File: src/rtl/alu_pkg.sv
// Shared encodings for the serial ALU: operation codes and FSM states.
package alu_pkg;

    localparam logic [2:0] OP_ADD = 3'd0;
    localparam logic [2:0] OP_SUB = 3'd1;
    localparam logic [2:0] OP_AND = 3'd2;
    localparam logic [2:0] OP_XOR = 3'd3;

    localparam logic [1:0] S_IDLE = 2'd0;
    localparam logic [1:0] S_BUSY = 2'd1;
    localparam logic [1:0] S_DONE = 2'd2;

    function automatic logic op_is_arith(input logic [2:0] op);
        return (op == OP_ADD) || (op == OP_SUB);
    endfunction

    function automatic logic op_is_legal(input logic [2:0] op);
        return op <= OP_XOR;
    endfunction

endpackage

File: src/rtl/alu_chunk.sv
// Combinational CHUNK-bit slice of the ALU. For SUB the caller presents an
// already inverted y and cin=1, so ADD and SUB share the same adder.
module alu_chunk
    import alu_pkg::*;
#(
    parameter int CHUNK = 16
) (
    input  logic [CHUNK-1:0] x_i,
    input  logic [CHUNK-1:0] y_i,
    input  logic             cin_i,
    input  logic [2:0]       op_i,
    output logic [CHUNK-1:0] r_o,
    output logic             cout_o,
    output logic             msb_cin_o
);

    logic [CHUNK:0] sum_s;

    assign sum_s = {1'b0, x_i} + {1'b0, y_i} + {{CHUNK{1'b0}}, cin_i};

    // Operation select; the MSB carry-in is recovered from the sum bit.
    always_comb begin
        r_o       = {CHUNK{1'b0}};
        cout_o    = 1'b0;
        msb_cin_o = 1'b0;
        case (op_i)
            OP_ADD, OP_SUB: begin
                r_o       = sum_s[CHUNK-1:0];
                cout_o    = sum_s[CHUNK];
                msb_cin_o = x_i[CHUNK-1] ^ y_i[CHUNK-1] ^ sum_s[CHUNK-1];
            end
            OP_AND:  r_o = x_i & y_i;
            OP_XOR:  r_o = x_i ^ y_i;
            default: r_o = {CHUNK{1'b0}};
        endcase
    end

endmodule

File: src/rtl/alu_serial.sv
// Multi-cycle integer ALU: CHUNK bits per cycle, LSB first, behind a
// valid/ready handshake. Result and flags only change on completion.
module alu_serial
    import alu_pkg::*;
#(
    parameter int WIDTH = 64,
    parameter int CHUNK = 16
) (
    input  logic             clk,
    input  logic             rst,
    input  logic             in_valid,
    output logic             in_ready,
    input  logic [2:0]       op,
    input  logic [WIDTH-1:0] a,
    input  logic [WIDTH-1:0] b,
    output logic             out_valid,
    input  logic             out_ready,
    output logic [WIDTH-1:0] result,
    output logic             cout,
    output logic             zf,
    output logic             sf,
    output logic             of,
    output logic             err
);

    localparam int NCHUNK = WIDTH / CHUNK;
    localparam int CW     = (NCHUNK > 1) ? $clog2(NCHUNK) : 1;
    localparam logic [CW-1:0] LAST = CW'(NCHUNK - 1);

    if ((CHUNK < 1) || ((WIDTH % CHUNK) != 0)) begin : g_bad_params
        $error("alu_serial: WIDTH must be a positive multiple of CHUNK");
    end

    logic [1:0]       state_q, state_d;
    logic [CW-1:0]    cnt_q, cnt_d;
    logic [2:0]       op_q, op_d;
    logic [WIDTH-1:0] a_q, a_d, b_q, b_d, acc_q, acc_d, result_q, result_d;
    logic             carry_q, carry_d, allz_q, allz_d;
    logic             cout_q, cout_d, zf_q, zf_d, sf_q, sf_d, of_q, of_d, err_q, err_d;
    logic             out_valid_q, out_valid_d, in_ready_q, in_ready_d;

    logic [31:0]       sh_s;
    logic [CHUNK-1:0]  x_s, y_s, r_s;
    logic              c_s, msb_cin_s;
    logic [WIDTH-1:0]  acc_upd_s;
    logic              allz_upd_s;

    assign sh_s = 32'(cnt_q) * 32'(CHUNK);
    assign x_s  = CHUNK'(a_q >> sh_s);
    assign y_s  = CHUNK'(b_q >> sh_s);

    alu_chunk #(.CHUNK(CHUNK)) u_chunk (
        .x_i       (x_s),
        .y_i       (y_s),
        .cin_i     (carry_q),
        .op_i      (op_q),
        .r_o       (r_s),
        .cout_o    (c_s),
        .msb_cin_o (msb_cin_s)
    );

    // The accumulator is cleared on accept, so OR-ing each chunk in is enough.
    assign acc_upd_s  = acc_q | (WIDTH'(r_s) << sh_s);
    assign allz_upd_s = allz_q & (r_s == {CHUNK{1'b0}});

    // FSM, operand latching and flag computation.
    always_comb begin
        state_d     = state_q;
        cnt_d       = cnt_q;
        op_d        = op_q;
        a_d         = a_q;
        b_d         = b_q;
        acc_d       = acc_q;
        carry_d     = carry_q;
        allz_d      = allz_q;
        result_d    = result_q;
        cout_d      = cout_q;
        zf_d        = zf_q;
        sf_d        = sf_q;
        of_d        = of_q;
        err_d       = err_q;
        case (state_q)
            S_IDLE: begin
                if (in_valid) begin
                    op_d    = op;
                    a_d     = a;
                    b_d     = (op == OP_SUB) ? ~b : b;
                    carry_d = (op == OP_SUB);
                    acc_d   = {WIDTH{1'b0}};
                    allz_d  = 1'b1;
                    cnt_d   = {CW{1'b0}};
                    state_d = S_BUSY;
                end else begin
                    state_d = S_IDLE;
                end
            end
            S_BUSY: begin
                acc_d   = acc_upd_s;
                carry_d = c_s;
                allz_d  = allz_upd_s;
                if (cnt_q == LAST) begin
                    result_d = acc_upd_s;
                    zf_d     = allz_upd_s;
                    sf_d     = r_s[CHUNK-1];
                    cout_d   = op_is_arith(op_q) & c_s;
                    // Signed overflow: carry into the MSB differs from carry out.
                    of_d     = op_is_arith(op_q) & (c_s ^ msb_cin_s);
                    err_d    = ~op_is_legal(op_q);
                    cnt_d    = {CW{1'b0}};
                    state_d  = S_DONE;
                end else begin
                    cnt_d = cnt_q + {{(CW-1){1'b0}}, 1'b1};
                end
            end
            S_DONE: begin
                if (out_ready) begin
                    state_d = S_IDLE;
                end else begin
                    state_d = S_DONE;
                end
            end
            default: state_d = S_IDLE;
        endcase
        out_valid_d = (state_d == S_DONE);
        in_ready_d  = (state_d == S_IDLE);
    end

    // State and datapath registers.
    always_ff @(posedge clk or posedge rst) begin
        if (rst) begin
            state_q     <= S_IDLE;
            cnt_q       <= {CW{1'b0}};
            op_q        <= 3'd0;
            a_q         <= {WIDTH{1'b0}};
            b_q         <= {WIDTH{1'b0}};
            acc_q       <= {WIDTH{1'b0}};
            carry_q     <= 1'b0;
            allz_q      <= 1'b0;
            result_q    <= {WIDTH{1'b0}};
            cout_q      <= 1'b0;
            zf_q        <= 1'b0;
            sf_q        <= 1'b0;
            of_q        <= 1'b0;
            err_q       <= 1'b0;
            out_valid_q <= 1'b0;
            in_ready_q  <= 1'b1;
        end else begin
            state_q     <= state_d;
            cnt_q       <= cnt_d;
            op_q        <= op_d;
            a_q         <= a_d;
            b_q         <= b_d;
            acc_q       <= acc_d;
            carry_q     <= carry_d;
            allz_q      <= allz_d;
            result_q    <= result_d;
            cout_q      <= cout_d;
            zf_q        <= zf_d;
            sf_q        <= sf_d;
            of_q        <= of_d;
            err_q       <= err_d;
            out_valid_q <= out_valid_d;
            in_ready_q  <= in_ready_d;
        end
    end

    assign in_ready  = in_ready_q;
    assign out_valid = out_valid_q;
    assign result    = result_q;
    assign cout      = cout_q;
    assign zf        = zf_q;
    assign sf        = sf_q;
    assign of        = of_q;
    assign err       = err_q;

endmodule

File: config.mk
export PLATFORM = sky130hd
export DESIGN_NAME = alu_serial
export DESIGN_NICKNAME = d
export VERILOG_FILES = /design/src/rtl/alu_pkg.sv /design/src/rtl/alu_chunk.sv /design/src/rtl/alu_serial.sv
export SDC_FILE = /design/constraint.sdc
export NUM_CORES = 1
export LEC_CHECK = 0
export ABC_AREA = 1
export CORE_ASPECT_RATIO = 1.5
export CORE_MARGIN = 5
export CORE_UTILIZATION = 30
export CTS_BUF_LIST = sky130_fd_sc_hd__clkbuf_8
export CTS_CLUSTER_DIAMETER = 60
export DETAILED_ROUTE_END_ITERATION = 16
export SLEW_MARGIN = 20
export SYNTH_ARGS = -nofsm -noshare
export SYNTH_HDL_FRONTEND = slang
export SYNTH_SLANG_ARGS = --single-unit
export TNS_END_PERCENT = 100
File: constraint.sdc
create_clock -name clk -period 10.5 [get_ports clk]
set_input_delay 2.1 -clock clk [delete_from_list [all_inputs] [get_ports clk]]
set_output_delay 2.1 -clock clk [all_outputs]
set_load 0.02 [all_outputs]
# --- Yosys cells after proc, flatten, opt, wreduce, memory -nomap -nowiden ---
# Index checks and enable logic that the tools add are counted.
classes:
  bitwise_logic: 11
  addsub: 3
  n_eq_ne: 9
  n_reduce_logical: 10
  n_lt_le_gt_ge: 1
  shift: 3
  muxes: 17
op_table:
  columns: ["cell", "n"]
  rows:
  - ["2-to-1 mux 64 bit", 2]
  - ["one-hot mux 64 bit (2 select lines)", 1]
  - ["right shift 64 x 6 -> 16 bit", 2]
  - ["NOT 64 bit", 1]
  - ["OR 64 bit", 1]
  - ["<< shifter 16 x 6 -> 64 bit", 1]
  - ["one-hot mux 16 bit (3 select lines)", 1]
  - ["adder 16 x 16 -> 17 bit", 1]
  - ["adder 17 x 1 -> 17 bit", 1]
  - ["AND 16 bit", 1]
  - ["logical NOT 16 bit", 1]
  - ["XOR 16 bit", 1]
  - ["2-to-1 mux 2 bit", 4]
  - ["equality test 2 bit, second input constant", 3]
  - ["equality test 3 x 1 -> 1 bit, second input constant", 2]
  - ["equality test 3 x 2 -> 1 bit, second input constant", 2]
  - ["one-hot mux 2 bit (3 select lines)", 1]
  - ["AND reduction 2 bit", 3]
  - ["2-to-1 mux 1 bit", 5]
  - ["logical NOT 2 bit", 2]
  - ["one-hot mux 1 bit (2 select lines)", 2]
  - ["one-hot mux 2 bit (2 select lines)", 1]
  - ["AND 1 bit", 3]
  - ["<= comparator 3 x 2 -> 1 bit, second input constant", 1]
  - ["other kinds (9)", 11]
totals:
  wordCells: 70
  reg_bits: 272
  input_bits: 135
  out_inout_bits: 71

# --- Longest topological paths before layout ---
logic_depth:
  word_depth: 7
  depth_mapped: 24
  ltp_nobuf: 21

# --- Hierarchy ---
# A second synthesis with hierarchy kept.
unflattened:
  hier_cells: 1794
  hier_area_um2: 13784.5
by_module_without_submodules:
  columns: ["module", "seq_area_each_um2", "cells_each", "area_per_inst_um2", "n_inst"]
  rows:
  - ["alu_serial", 6807.8, 1547, 12484.5, 1]
  - ["alu_chunk", 0.0, 247, 1300.0, 1]

# --- Worst setup path after synthesis ---
# No wires, ideal clock.
synth_path:
  kind: "input to register"
  startpoint: "input op[1]"
  endpoint: "register b_q[10]"
  path_stages: 6
  setup_ns: 0.083
  required_time_ns: 10.417
  n_path_buf: 3
  path_slack_ns: 7.227
  t_arrival_ns: 3.190
  path_cell_list: "or3b_2 clkbuf_1 buf_6 buf_6 xor2_1 o21ai_0"
synth_via:
  elab_chain_cells: 2
synth_rtl:
  columns: ["element", "line", "rtl"]
  rows:
  - ["start, declared", "alu_serial.sv:13", "input logic [2:0] op,"]
  - ["equality test 3 x 1 -> 1 bit", "alu_serial.sv:87", "b_d = (op == OP_SUB) ? ~b : b;"]
  - ["2-to-1 mux 64 bit", "alu_serial.sv:87", null]
  - ["end signal, assigned", "alu_serial.sv:135", "b_q <= {WIDTH{1'b0}};"]
  - ["end, declared", "alu_serial.sv:37", "logic [WIDTH-1:0] a_q, a_d, b_q, b_d, acc_q, acc_d, result_q, result_d;"]
# Every way passes these cells.
# A chain may end at the register's enable or synchronous reset.

# --- Worst setup path after layout ---
layout_path:
  startpoint: "register cnt_q[0]"
  endpoint: "register of_q (netlist: of)"
layout_via:
  elab_chain_cells: 7
  word_cells_on_any_way: 12
  classes_between: "2 x add/sub; 1 x eq/ne; 2 x shift; 2 x mux; 4 x bitwise; 1 x reduce/logical"
layout_rtl:
  columns: ["element", "line", "rtl"]
  rows:
  - ["start, declared", "alu_serial.sv:35", "logic [CW-1:0] cnt_q, cnt_d;"]
  - ["start signal, assigned", "alu_serial.sv:132", "cnt_q <= {CW{1'b0}};"]
  - ["start signal, assigned", "alu_serial.sv:149", "cnt_q <= cnt_d;"]
  - ["right shift 64 x 6 -> 16 bit (on tied branches)", "alu_serial.sv:49, alu_serial.sv:50", null]
  - ["adder 16 x 16 -> 17 bit", "alu_chunk.sv:19", "assign sum_s = {1'b0, x_i} + {1'b0, y_i} + {{CHUNK{1'b0}}, cin_i};"]
  - ["adder 17 x 1 -> 17 bit", "alu_chunk.sv:19", null]
  - ["XOR 1 bit", "alu_chunk.sv:30", "msb_cin_o = x_i[CHUNK-1] ^ y_i[CHUNK-1] ^ sum_s[CHUNK-1];"]
  - ["2-to-1 mux 1 bit", "alu_chunk.sv:26", "case (op_i)"]
  - ["XOR 1 bit", "alu_serial.sv:107", "of_d = op_is_arith(op_q) & (c_s ^ msb_cin_s);"]
  - ["AND 1 bit", "alu_serial.sv:107", null]
  - ["end signal, assigned", "alu_serial.sv:143", "of_q <= 1'b0;"]
  - ["end signal, assigned", "alu_serial.sv:160", "of_q <= of_d;"]
  - ["end, declared", "alu_serial.sv:39", "logic cout_q, cout_d, zf_q, zf_d, sf_q, sf_d, of_q, of_d, err_q, err_d;"]
# Parallel ways exist; a longest one is shown, timed or not.

==> results by group <==
Outcome
  – Outcome: finished, final reports clean

Detailed routing
  – DR vias/cell: 4.66
  – First-pass iteration count of the detailed router: 5
  – Routed wire per std cell: 16.0 µm
  – Drt first-iter violations: 576
  – Final wirelength: 38900 µm
  – Routed Antenna Nets: 0
  – Total number of vias: 11300
  – Residual DRC count: 0

Hold path
  – WHS Path Cells: 2
  – Hold Startpoint: a_q[39]
  – Worst hold path class: flop to flop

Synthesis
  – Syn_nets: 1799
  – Simple-Gate Fraction of Synth Area: 0.201
  – Dominant synthesized flop cell: dfrtp_1
  – Synth Area in XOR/XNOR: 0.0417
  – Syn Area/Cell: 8.17 µm²
  – Seq/Total Area, Yosys: 0.507
  – Post-Synth Adder-Cell Area: 0.0188
  – Synth area leader: dfrtp_1
  – Area share of the largest cell type after synthesis: 0.505
  – Most common library cells after synthesis: nand2_1 (515), dfrtp_1 (271), o21ai_0 (166)
  – Main combinational cell family by area after synthesis: simple AND/OR/NAND/NOR gates
  – Ys Warns: 0
  – Most instantiated library cell after synthesis: nand2_1
  – Mux cell area share after synthesis: 0
  – Cells after Synth: 1645
  – Count of unique library cells instantiated by Yosys: 41
  – Synthesized cell area: 13400 µm²
  – Top post-synthesis cells by area: dfrtp_1 (50%), nand2_1 (14%), o21ai_0 (6.2%), xor2_1 (4.2%), inv_1 (3.9%)
  – #FFs+latches synth: 272
  – EDFF count, synth: 0
  – Fraction of registers with async set/reset: 1.00
  – Post-synthesis compound-gate area fraction: 0.156

Floorplanning
  – Die area: 49200 µm²
  – Chip width: 183 µm
  – Core box area: 44600 µm²
  – I/O Pins: 206
  – Row count: 95
  – Die Span Y: 269 µm
  – Initial Util: 0.301

Final layout
  – Filler cells: 4614
  – Sequential cell area: 6810 µm²
  – Multi-input logic area: 5640 µm²
  – Area grow syn2layout: 25.8%
  – Layout Nets: 1965
  – Final Util: 0.379
  – Fin cells: 2425
  – Share of cells above drive strength 1: 0.0760
  – Final Cell Area: 16900 µm²

Clock network
  – Hold_buf cts: 0
  – CTS tree: done
  – Clock sink count: 272
  – Clock buffer count from CTS: 45
  – Setup Fix Bufs, Post-CTS: 0
  – Max Root-Sink Buffers: 3
  – Reg clk slew, reported paths: 60 ps
  – H-tree levels: 2
  – CTS resizes: 0
  – Root Buffer: clkbuf_8
  – Clk Latency, worst-skew pair: 570 ps

STA
  – WHS: 464 ps
  – Worst Max-Slew Pin Slew: 1050 ps
  – Final Worst Setup Slack: 5760 ps
  – Clock skew: 26.7 ps
  – Hold Fails Final Rpt: 0
  – Final setup viols: 0
  – Setup TNS: 0 ps
  – Fin. max-slew vios: 0
  – Slew margin rel.: 0.300
  – Post-route minimum period: 4740 ps
  – Max Clk Rate: 0.211 GHz
  – Final period util: 0.452
  – RSZ-0062 raised after global routing: no

Setup path
  – Setup crit end kind: flop
  – Most frequent CP cell: nand2_1
  – CP max stage cell: dfrtp_2
  – RR Startpoint: cnt_q[0]
  – Crit path max fanout: 54
  – Critical path class: flop to flop
  – R2R setup slack: 5760 ps
  – Req. time, crit path: 10930 ps
  – Critical path data arrival time: 5180 ps
  – Setup crit start kind: flop
  – CP peak stage delay: 640 ps
  – Crit-path cells: inv_2 > buf_4 > o21ai_0 > o22ai_1 > fa_1 > inv_1 > fa_1 > inv_1 > nand3_1 > nand2_1 > nand2_1 > nand2_1 > nand2_1 > nand2_1 > nand2_1 > nand2_1 > a21oi_1 > nor2_1 > nand2_1 > nand3_1 > nand2_1
  – CP Launch Point: cnt_q[0]
  – Reg2Reg Depth: 21

Power and ir drop
  – Tot Pwr: 6.06 mW
  – PwrDens: 359 nW/µm²
  – Static Leakage: 7.80 nW
  – VDD IR-drop max: 0.000154 V

Global routing
  – GRT overflow: 0
  – Tot GR Track Use: 0.155
  – Number of global-route vias before repair: 11400
  – Pin count of the biggest net entering global routing: 138
  – First-pass GRT wire length: 61600 µm
  – Initial antenna violation count: 4

Placement
  – Placed Cells: 2346
  – Setup WS pre-CTS: 5600 ps
  – Routability cong.: 0.904
  – Port bufs: 205
  – Area after DPL: 15900 µm²
  – Dpl hpwl: 27400 µm

Flow run
  – Max-Cap Viols: 0
==> sequential cells by signal (all words and copies together) (netlist names) <==
signal,count
acc_q,64
op_q,3
carry_q,1
cout,1
state_q,2
in_ready,1
out_valid,1
result,64
zf,1
a_q,64
sf,1
b_q,64
err,1
allz_q,1
cnt_q,2
of,1
==> layout make-up <==
| class | count | share of cell area |
|---|---|---|
| Sequential cell | 272 | 0.403 |
| Clock inverter | 21 | 0.0139 |
| Antenna cell | 2 | 0.000296 |
| Clock buffer | 56 | 0.0456 |
| Tap cell | 582 | 0.0431 |
| Multi-Input combinational cell | 1127 | 0.334 |
| Timing Repair Buffer | 214 | 0.126 |
| Inverter | 151 | 0.0341 |
==> cell families (layout without fill, tap and decap cells) <==
family                     Yosys count  after routing
AOI/OAI and AO/OA                  369            369
xor gates and xnor gates            64             64
adders and majority gates           19             19
buffers and inverters              246            442
DFF                                272            272
other                                0              2
and+or+nand+nor                    675            675
==> final timing paths <==
path	endpoint
min in group asynchronous	a_q[19]
min reg2reg	a_q[39]
min	a_q[39]
max	of
max in group asynchronous	cnt_q[1]
max reg2reg	of
==> worst max-delay path, delay by kind of cell, from the launching register on <==
| family | cells | cell delay (ps) |
|---|---|---|
| AO/OA/AOI/OAI | 3 | 570 |
| adder cells (fa/ha/maj) | 2 | 720 |
| buffers and inverters | 4 | 1310 |
| flip-flops | 1 | 640 |
| AND/OR/NAND/NOR | 12 | 1290 |
==> where the power goes <==
group | leakage, nW | internal (mW) | switching, mW
Combinational | 3.75 | 1.12 | 2.14
Clock | 0.543 | 0.606 | 0.434
Sequential | 3.51 | 1.50 | 0.262
Total | 7.80 | 3.23 | 2.84
==> layout by cell type (no fill, tap or decap), types with 3 or more instances in the layout <==
master           Yosys  routed
o22ai_1             66      66
ha_1                17      17
nand3b_1             5       5
nor2_2               5       5
bufinv_16            0       5
nand2_1            515     514
o31ai_1              3       3
clkbuf_8             0      56
buf_4                1       7
clkdlybuf4s50_1      0     205
nor2_1              93      93
nand3_1             30      30
a21oi_1             21      21
a22oi_2              7       7
inv_2               12      14
o22ai_2              4       4
o21bai_1            13      13
o21ai_0            166     166
o21ai_1             73      73
a22oi_1              7       7
dfrtp_1            271     269
inv_1              138     143
xor2_1              64      64
nand3_2              4       4
o21ai_2              5       5
nand2_2             13      13
==> per-layer routing <==
layer  vias to the layer above  track usage  wire length, µm
met2                       272        0.278            19900
met1                      5345        0.192            16300
li1                       5616            -                -
met3                        59       0.0241             1760
met5                         -            0                0
met4                         0       0.0441              923
No activity file was read; power rests on OpenSTA's default activity.
